<file path="src/rtl/wb_decompressor_pkg.sv">
`default_nettype none
// +----------------------------------------------------------------------------+
// | wb_decompressor_pkg : CW link protocol constants, header layout and decode |
// | Revision 1.0                                                               |
// +----------------------------------------------------------------------------+
package wb_decompressor_pkg;

  localparam int RW        = 16;
  localparam int WB_ADDR_W = 24;

  localparam logic [3:0] CW_CYC_SINGLE = 4'b0000;
  localparam logic [3:0] CW_CYC_B8     = 4'b0001;
  localparam logic [3:0] CW_CYC_B4     = 4'b0010;

  typedef enum logic [2:0] {
    S_IDLE  = 3'd0,
    S_ADR   = 3'd1,
    S_HACK  = 3'd2,
    S_WB    = 3'd3,
    S_XACK  = 3'd4,
    S_WNEXT = 3'd5
  } state_t;

  // Field order mirrors the header word bit positions, MSB first.
  typedef struct packed {
    logic [7:0] adr_hi;
    logic [3:0] cyc_type;
    logic       we;
    logic [1:0] sel;
    logic       valid;
  } cw_hdr_t;

  function automatic cw_hdr_t cw_hdr_decode(input logic [RW-1:0] word);
    return cw_hdr_t'(word);
  endfunction

  function automatic logic [2:0] cw_burst_end(input logic [3:0] cyc_type);
    case (cyc_type)
      CW_CYC_B8:     return 3'd7;
      CW_CYC_B4:     return 3'd3;
      CW_CYC_SINGLE: return 3'd0;
      default:       return 3'd0;
    endcase
  endfunction

endpackage
`default_nettype wire

</file>
<file path="src/rtl/wb_decompressor.sv">
`default_nettype none
// +----------------------------------------------------------------------------+
// | wb_decompressor : far end of the CW link, replays transfers on Wishbone    |
// | Optional slave-response timeout enabled by defining CW_TIMEOUT_EN.        |
// | Revision 1.0                                                               |
// +----------------------------------------------------------------------------+
module wb_decompressor
  import wb_decompressor_pkg::*;
#(
  parameter int TIMEOUT_CYCLES = 255
) (
  input  logic                 i_clk,
  input  logic                 i_rst,
  input  logic [RW-1:0]        cw_io_i,
  output logic [RW-1:0]        cw_io_o,
  output logic                 cw_io_oe,
  input  logic                 cw_req,
  input  logic                 cw_dir,
  output logic                 cw_ack,
  output logic                 cw_err,
  output logic                 wb_cyc,
  output logic                 wb_stb,
  output logic [WB_ADDR_W-1:0] wb_adr,
  output logic [RW-1:0]        wb_o_dat,
  output logic                 wb_we,
  output logic [1:0]           wb_sel,
  input  logic [RW-1:0]        wb_i_dat,
  input  logic                 wb_ack,
  input  logic                 wb_err
);

  state_t               r_state;
  logic [WB_ADDR_W-1:0] r_base;
  logic [2:0]           r_cnt;
  logic [2:0]           r_end;

  cw_hdr_t    w_hdr;
  logic [2:0] w_next_cnt;
  logic       w_tmo;
  logic       w_wb_done;
  logic       w_report_err;
  logic       w_unused_dir;

  assign w_hdr        = cw_hdr_decode(cw_io_i);
  assign w_next_cnt   = r_cnt + 3'd1;
  assign w_unused_dir = cw_dir;

`ifdef CW_TIMEOUT_EN
  localparam int TMO_W = $clog2(TIMEOUT_CYCLES + 1);
  logic [TMO_W-1:0] r_tmo;

  // Any cycle outside S_WB clears the count, so every entry starts from zero.
  always_ff @(posedge i_clk) begin
    if (i_rst || (r_state != S_WB)) r_tmo <= '0;
    else                            r_tmo <= r_tmo + 1'b1;
  end

  assign w_tmo = (r_state == S_WB) && (r_tmo == TMO_W'(TIMEOUT_CYCLES - 1));
`else
  logic [31:0] w_unused_tmo;
  assign w_unused_tmo = TIMEOUT_CYCLES;
  assign w_tmo        = 1'b0;
`endif

  assign w_wb_done    = wb_ack | wb_err | w_tmo;
  // A simultaneous ack and err reports err; a timeout is an err word.
  assign w_report_err = wb_err | (w_tmo & ~wb_ack);

  always_ff @(posedge i_clk) begin
    if (i_rst) begin
      r_state  <= S_IDLE;
      r_base   <= '0;
      r_cnt    <= '0;
      r_end    <= '0;
      cw_io_o  <= '0;
      cw_io_oe <= 1'b0;
      cw_ack   <= 1'b0;
      cw_err   <= 1'b0;
      wb_cyc   <= 1'b0;
      wb_stb   <= 1'b0;
      wb_adr   <= '0;
      wb_o_dat <= '0;
      wb_we    <= 1'b0;
      wb_sel   <= '0;
    end else begin
      cw_ack <= 1'b0;
      cw_err <= 1'b0;
      case (r_state)
        S_IDLE: begin
          if (cw_req && w_hdr.valid) begin
            r_base[WB_ADDR_W-1:RW] <= w_hdr.adr_hi;
            r_end                  <= cw_burst_end(w_hdr.cyc_type);
            r_cnt                  <= '0;
            wb_we                  <= w_hdr.we;
            wb_sel                 <= w_hdr.sel;
            r_state                <= S_ADR;
          end
        end
        S_ADR: begin
          r_base[RW-1:0] <= cw_io_i;
          cw_ack         <= 1'b1;
          r_state        <= S_HACK;
        end
        S_HACK: begin
          if (wb_we) wb_o_dat <= cw_io_i;
          else       cw_io_oe <= 1'b1;
          wb_cyc  <= 1'b1;
          wb_stb  <= 1'b1;
          wb_adr  <= r_base;
          r_state <= S_WB;
        end
        S_WB: begin
          if (w_wb_done) begin
            wb_stb <= 1'b0;
            if (!wb_we) cw_io_o <= wb_i_dat;
            if (w_report_err) cw_err <= 1'b1;
            else              cw_ack <= 1'b1;
            r_state <= S_XACK;
          end
        end
        S_XACK: begin
          if (r_cnt == r_end) begin
            wb_cyc   <= 1'b0;
            cw_io_oe <= 1'b0;
            r_cnt    <= '0;
            r_state  <= S_IDLE;
          end else begin
            r_cnt <= w_next_cnt;
            if (wb_we) begin
              r_state <= S_WNEXT;
            end else begin
              wb_stb  <= 1'b1;
              wb_adr  <= r_base + WB_ADDR_W'(w_next_cnt);
              r_state <= S_WB;
            end
          end
        end
        S_WNEXT: begin
          if (cw_req) begin
            wb_o_dat <= cw_io_i;
            wb_stb   <= 1'b1;
            wb_adr   <= r_base + WB_ADDR_W'(r_cnt);
            r_state  <= S_WB;
          end
        end
        default: r_state <= S_IDLE;
      endcase
    end
  end

endmodule
`default_nettype wire

</file>
<file path="config.mk">
export PLATFORM = sky130hd
export DESIGN_NAME = wb_decompressor
export DESIGN_NICKNAME = d
export VERILOG_FILES = /design/src/rtl/wb_decompressor_pkg.sv /design/src/rtl/wb_decompressor.sv
export SDC_FILE = /design/constraint.sdc
export NUM_CORES = 1
export LEC_CHECK = 0
export CAP_MARGIN = 20
export CORE_UTILIZATION = 35
export CTS_CLUSTER_DIAMETER = 100
export CTS_CLUSTER_SIZE = 28
export DETAILED_ROUTE_END_ITERATION = 16
export HOLD_SLACK_MARGIN = 0.15
export PLACE_DENSITY_LB_ADDON = 0.25
export SLEW_MARGIN = 20
export SYNTH_ARGS = -nofsm -noshare
export SYNTH_HDL_FRONTEND = slang
export SYNTH_SLANG_ARGS = --single-unit
</file>
<file path="constraint.sdc">
create_clock -name i_clk -period 2.6 [get_ports i_clk]
set_input_delay 0.52 -clock i_clk [delete_from_list [all_inputs] [get_ports i_clk]]
set_output_delay 0.52 -clock i_clk [all_outputs]
set_load 0.02 [all_outputs]
</file>
---- Yosys cells after proc, flatten, opt, wreduce, memory -nomap -nowiden ----
Index checks and enable logic that the tools add are counted.
storage, ports and cells
  register bits after elaboration ......... 97
  bits of input ports ..................... 38
  output and inout port bits .............. 64
  logic and storage cells ................. 84
operators by class
  $add $sub $neg .......................... 3
  equal/unequal tests ..................... 16
  mux-type cells .......................... 29
  bitwise gates (word level) .............. 4
  reduce and logical (&&, ||, !) cells .... 17
operator list
  cell                   number
  $mux W24               3
  $pmux W24 S3           1
  $add A24 B3 Y24        2
  $mux W16               2
  $pmux W16 S2           1
  $mux W3                7
  $pmux W3 S6            1
  $ne A2 B2 Y1 const B   8
  $pmux W3 S2            2
  $reduce_and A3 Y1      4
  $mux W1                8
  $eq A3 B2 Y1 const B   2
  $eq A3 B3 Y1 const B   2
  $pmux W1 S2            3
  $reduce_and A2 Y1      3
  $reduce_bool A2 Y1     3
  $reduce_and A5 Y1      1
  $eq A4 B1 Y1 const B   1
  $eq A4 B2 Y1 const B   1
  $pmux W1 S4            1
  $reduce_and A4 Y1      1
  $reduce_bool A4 Y1     1
  $add A3 B1 Y3 const B  1
  $eq A3 B1 Y1 const B   1
  other kinds (7)        9

---- Longest topological paths before layout ----
  depth after elaboration ................. 5
  depth in mapped cells ................... 12
  gate-level depth less buffers ........... 10

---- Worst setup path after synthesis ----
Ideal clock, no wire load.
  kind .................................... register -> register
  start ................................... register r_state[0]
  end ..................................... register wb_adr[20]
  library setup time ...................... 0.119 ns
  data arrival time ....................... 2.433 ns
  data required time ...................... 2.481 ns
  path slack .............................. 0.048 ns
  cell stages (with the launch flop) ...... 13
  buffers on the path ..................... 2
  period minus slack after synthesis ...... 2.552 ns
  path through ............................ dfxtp_1 buf_2 and3b_1 clkbuf_1 xnor2_1 ha_1 inv_1 fa_1 nor2b_1 o21a_1 nand2_1 o21a_1 o221a_1
on the way
  cells in the longest elaborated chain, start to end .. 3
  elaborated cells between the ends (all ways) .. 9
  classes of those cells .................. eq/ne (6); mux (1); reduce/logical (2)
RTL lines
  item                                                                 RTL line                source
  start, declared                                                      wb_decompressor.sv:32   state_t r_state;
  start signal, assigned                                               wb_decompressor.sv:71   r_state <= S_IDLE;
  start signal, assigned                                               wb_decompressor.sv:96   r_state <= S_ADR;
  start signal, assigned                                               wb_decompressor.sv:102  r_state <= S_HACK;
  $eq A3 B3 Y1 / $eq A3 B2 Y1 (equally long branches)                  wb_decompressor.sv:88   case (r_state)
  $ne A2 B2 Y1 (no line) / $reduce_bool A3 Y1 (equally long branches)  -
  $reduce_and A4 Y1 (no line)                                          -
  end signal, assigned                                                 wb_decompressor.sv:109  wb_adr <= r_base;
  end signal, assigned                                                 wb_decompressor.sv:133  wb_adr <= r_base + WB_ADDR_W'(w_next_cnt);
  end signal, assigned                                                 wb_decompressor.sv:142  wb_adr <= r_base + WB_ADDR_W'(r_cnt);
  end, declared                                                        wb_decompressor.sv:23   output logic [WB_ADDR_W-1:0] wb_adr,
Parallel ways exist; a longest one is shown, timed or not.
A chain may end at the register's enable or synchronous reset.

---- Worst setup path after layout ----
  start ................................... register r_state[1]
  end ..................................... register wb_adr[20]
The elaborated chain is that of the path after synthesis.

==> flow_metrics.py <==
metrics = {
    "status": {
        "status": "complete, no violations",
    },
    "critical_path": {
        "cp-startpoint": "r_state[1]",
        "critical_path.startpoint_type": "register",
        "worstPathRequired_ns": 2.84,
        "rr_worst_depth": 10,
        "critPathKind": "register to register",
        "reg2reg_slack_ns": 0.19,
        "arrival_ns": 2.65,
        "crit_end": "wb_adr[20]",
        "cp_max_fo": 6,
        "reg2reg_to": "wb_adr[20]",
        "r2r-start": "r_state[1]",
        "worstSetupEndpointType": "register",
    },
    "floorplan": {
        "start_util_pct": 35.8,
        "coreArea_sq_um": 12000,
        "die_y_microns": 113,
        "die_x_microns": 113,
        "ioPinCount": 102,
        "die_area_sq_um": 12700,
        "rows": 40,
    },
    "place": {
        "dp.cells": 727,
        "hpwl_microns": 7560,
        "place_congestion": 0.902,
        "port-buffer-count": 100,
    },
    "power": {
        "p_per_area_nw_per_um2": 532,
        "power.static_leakage_nw": 2.07,
        "ir_drop_uv": 267,
    },
    "layout": {
        "final_layout_size_suffix_gt1_share_pct": 9.90,
        "final_cells": 743,
        "final_util_pct": 47.4,
        "nNetsFinal": 636,
        "areaGrowthSynthToFinish_pct": 32.4,
        "n_antenna_cell": 0,
        "fill_cells": 1167,
    },
    "global_route": {
        "grt.overflow.total": 0,
        "grt_max_degree": 79,
        "grt_pass1_vias": 3603,
        "grt_use_total_pct": 17.4,
        "antenna_found_initial": 0,
        "grt_pass1_wl_microns": 17500,
    },
    "route": {
        "drc_errors": 0,
        "drt-total-wl_microns": 10500,
        "wl_per_cell_microns": 14.1,
        "drtIter0Drc": 257,
        "first_pass_iters": 5,
        "routed_via_density": 4.95,
        "vias": 3679,
        "ant_nets": 0,
    },
    "synthesis": {
        "synth_area_leader_cell": "dfxtp_1",
        "async_flop_share_pct": 0,
        "synth_seq_area_share_pct": 44.6,
        "synth_fp_nets": 544,
        "synth_edf_count": 0,
        "yosys_warnings": 0,
        "synth_area_leaders": "dfxtp_1 45%, nand2_1 8.8%, a21oi_1 7.1%",
        "avgSynthCellArea_sq_um": 8.63,
        "yosysTopAreaCellShare_pct": 44.6,
        "ys_types": 54,
        "synth_flop_cell": "dfxtp_1",
        "synth_common_cells": "101 x nand2_1, 96 x dfxtp_1, 61 x a21oi_1, 39 x nor2_1, 19 x mux2i_1",
        "yosysMostFrequentCell": "nand2_1",
        "syn_area_sq_um": 4310,
        "synth_cells": 499,
        "ys_ff_latch": 96,
    },
    "clock_tree": {
        "numCtsBuffers": 9,
        "clock-sinks": 96,
        "worstSkewPairLatency_ns": 0.35,
        "clockRootBuffer": "clkbuf_16",
        "post_cts_buffers": 0,
        "h-tree-depth": 3,
        "cts_buffer_depth": 2,
        "cts_resized": 0,
        "cts_tree": "yes",
        "clk_pin_slew_worst_paths_ns": 0.06,
        "postCtsHoldBufs": 0,
    },
    "min_path": {
        "hold_class": "register to register",
    },
    "sta": {
        "period_share_pct": 92.6,
        "setup-tns-final_ns": 0,
        "slew_violations": 0,
        "worst_slew_pin_slew_ns": 0.851,
        "fin_crit_ns": 2.41,
        "rsz0062_at_grt": "false",
        "fmax_mhz": 415,
        "setup_viol": 0,
        "slew_headroom_pct": 43.3,
        "skew_ns": 0.00661,
        "hold_viol_final": 0,
    },
    "run": {
        "max-cap-violations": 0,
    },
}
-- cell usage in the layout (no fill, tap or decap), types with 2 or more instances in the layout --
master and instances:
nand2_1 101, clkdlybuf4s50_1 99, dfxtp_1 96, a21oi_1 61, nor2_1 39, mux2i_1 19
o21ai_0 14, buf_4 13, xnor2_1 12, xor2_1 12, nand3_1 9, nand4_1 9
clkbuf_16 9, o21ai_2 8, a21oi_2 8, and3_1 7, nor3_1 7, inv_1 6
a211oi_2 6, ha_1 6, nand2b_1 3, or3_1 3, and4_1 3, or2_1 2
o21a_1 2, nor4_1 2, and2_1 2, o211ai_1 2, a211oi_1 2, nor4b_1 2
o2bb2ai_1 2, clkbuf_1 2, clkinvlp_4 2
-- power by group --
| group | switching, mW | leakage [nW] | internal, mW |
|---|---|---|---|
| clock network | 0.566 | 0.129 | 0.677 |
| logic | 0.134 | 1.17 | 0.120 |
| registers | 0.0311 | 0.776 | 1.50 |
| total | 0.731 | 2.07 | 2.30 |
-- area by class of cell --
| class | count | area [sq um] | share of cell area, % |
|---|---|---|---|
| clock inverters | 4 | 28.8 | 0.505 |
| well taps | 147 | 184 | 3.23 |
| clock buffers | 12 | 246 | 4.32 |
| flip-flops and latches | 96 | 1920 | 33.7 |
| multi-input cells | 363 | 2180 | 38.2 |
| inverters | 7 | 26.3 | 0.461 |
| repair buffers | 114 | 1110 | 19.5 |
-- state kept, by name, summed over array words and instances, names as in the netlist --
name / count
wb_stb: 1
wb_we: 1
cw_io_oe: 1
r_end: 2
wb_o_dat: 16
wb_sel: 2
r_cnt: 3
r_state: 3
cw_err: 1
cw_ack: 1
cw_io_o: 16
wb_adr: 24
r_base: 24
wb_cyc: 1
-- critical path, stage by stage, from the launching register on --
cell and delay [ns]:
dfxtp_1 0.31, and3b_1 0.24, xnor2_1 0.13, ha_1 0.21
inv_1 0.07, fa_1 0.41, nor2b_1 0.18, o21a_2 0.21
nand2_1 0.12, o21a_1 0.20, o221a_1 0.22
-- metrics by stage --
step	total power [mW]	cell area, sq um	setup WS, ns	hold slack (ns)
2_1_floorplan	1.69	4310	0.0479	0.444
3_3_place_gp	1.82	5420	0.210	0.442
3_5_place_dp	1.82	5420	0.113	0.449
4_1_cts	3.07	5700	0.115	0.456
5_1_grt	3.15	5700	0.0554	0.477
6_report	3.03	5700	0.191	0.455
-- worst min path at each step --
stage                startpoint           to  slack, ns  cells past startpoint
floorplan              r_end[2]     r_end[2]       0.44                      2
global route          wb_sel[0]    wb_sel[0]       0.48                      2
CTS                  cw_io_o[0]   cw_io_o[0]       0.46                      2
global placement    cw_io_o[10]  cw_io_o[10]       0.44                      2
detailed placement   cw_io_o[6]   cw_io_o[6]       0.45                      2
finish               cw_io_o[0]   cw_io_o[0]       0.46                      2
-- metal layers --
layer	wire [microns]	up-vias	GRT usage [%]	share of wire [%]
met1	4990	1659	22.9	48
met5	0	-	0	0
met3	756	9	5.73	7.2
li1	-	1898	-	-
met2	4640	113	26.9	44
met4	120	0	6.23	1.1
-- cell families (layout without fill, tap and decap cells) --
group | after synthesis | in the layout | synth area share, %
and+or+nand+nor | 195 | 195 | 20.7
xor gates and xnor gates | 24 | 24 | 4.88
DFF | 96 | 96 | 44.6
AOI/OAI and AO/OA | 118 | 118 | 18.3
buffers and inverters | 40 | 137 | 4.79
muxes | 19 | 19 | 4.42
adders and majority gates | 7 | 7 | 2.21
(Power assumes the default switching activity.)
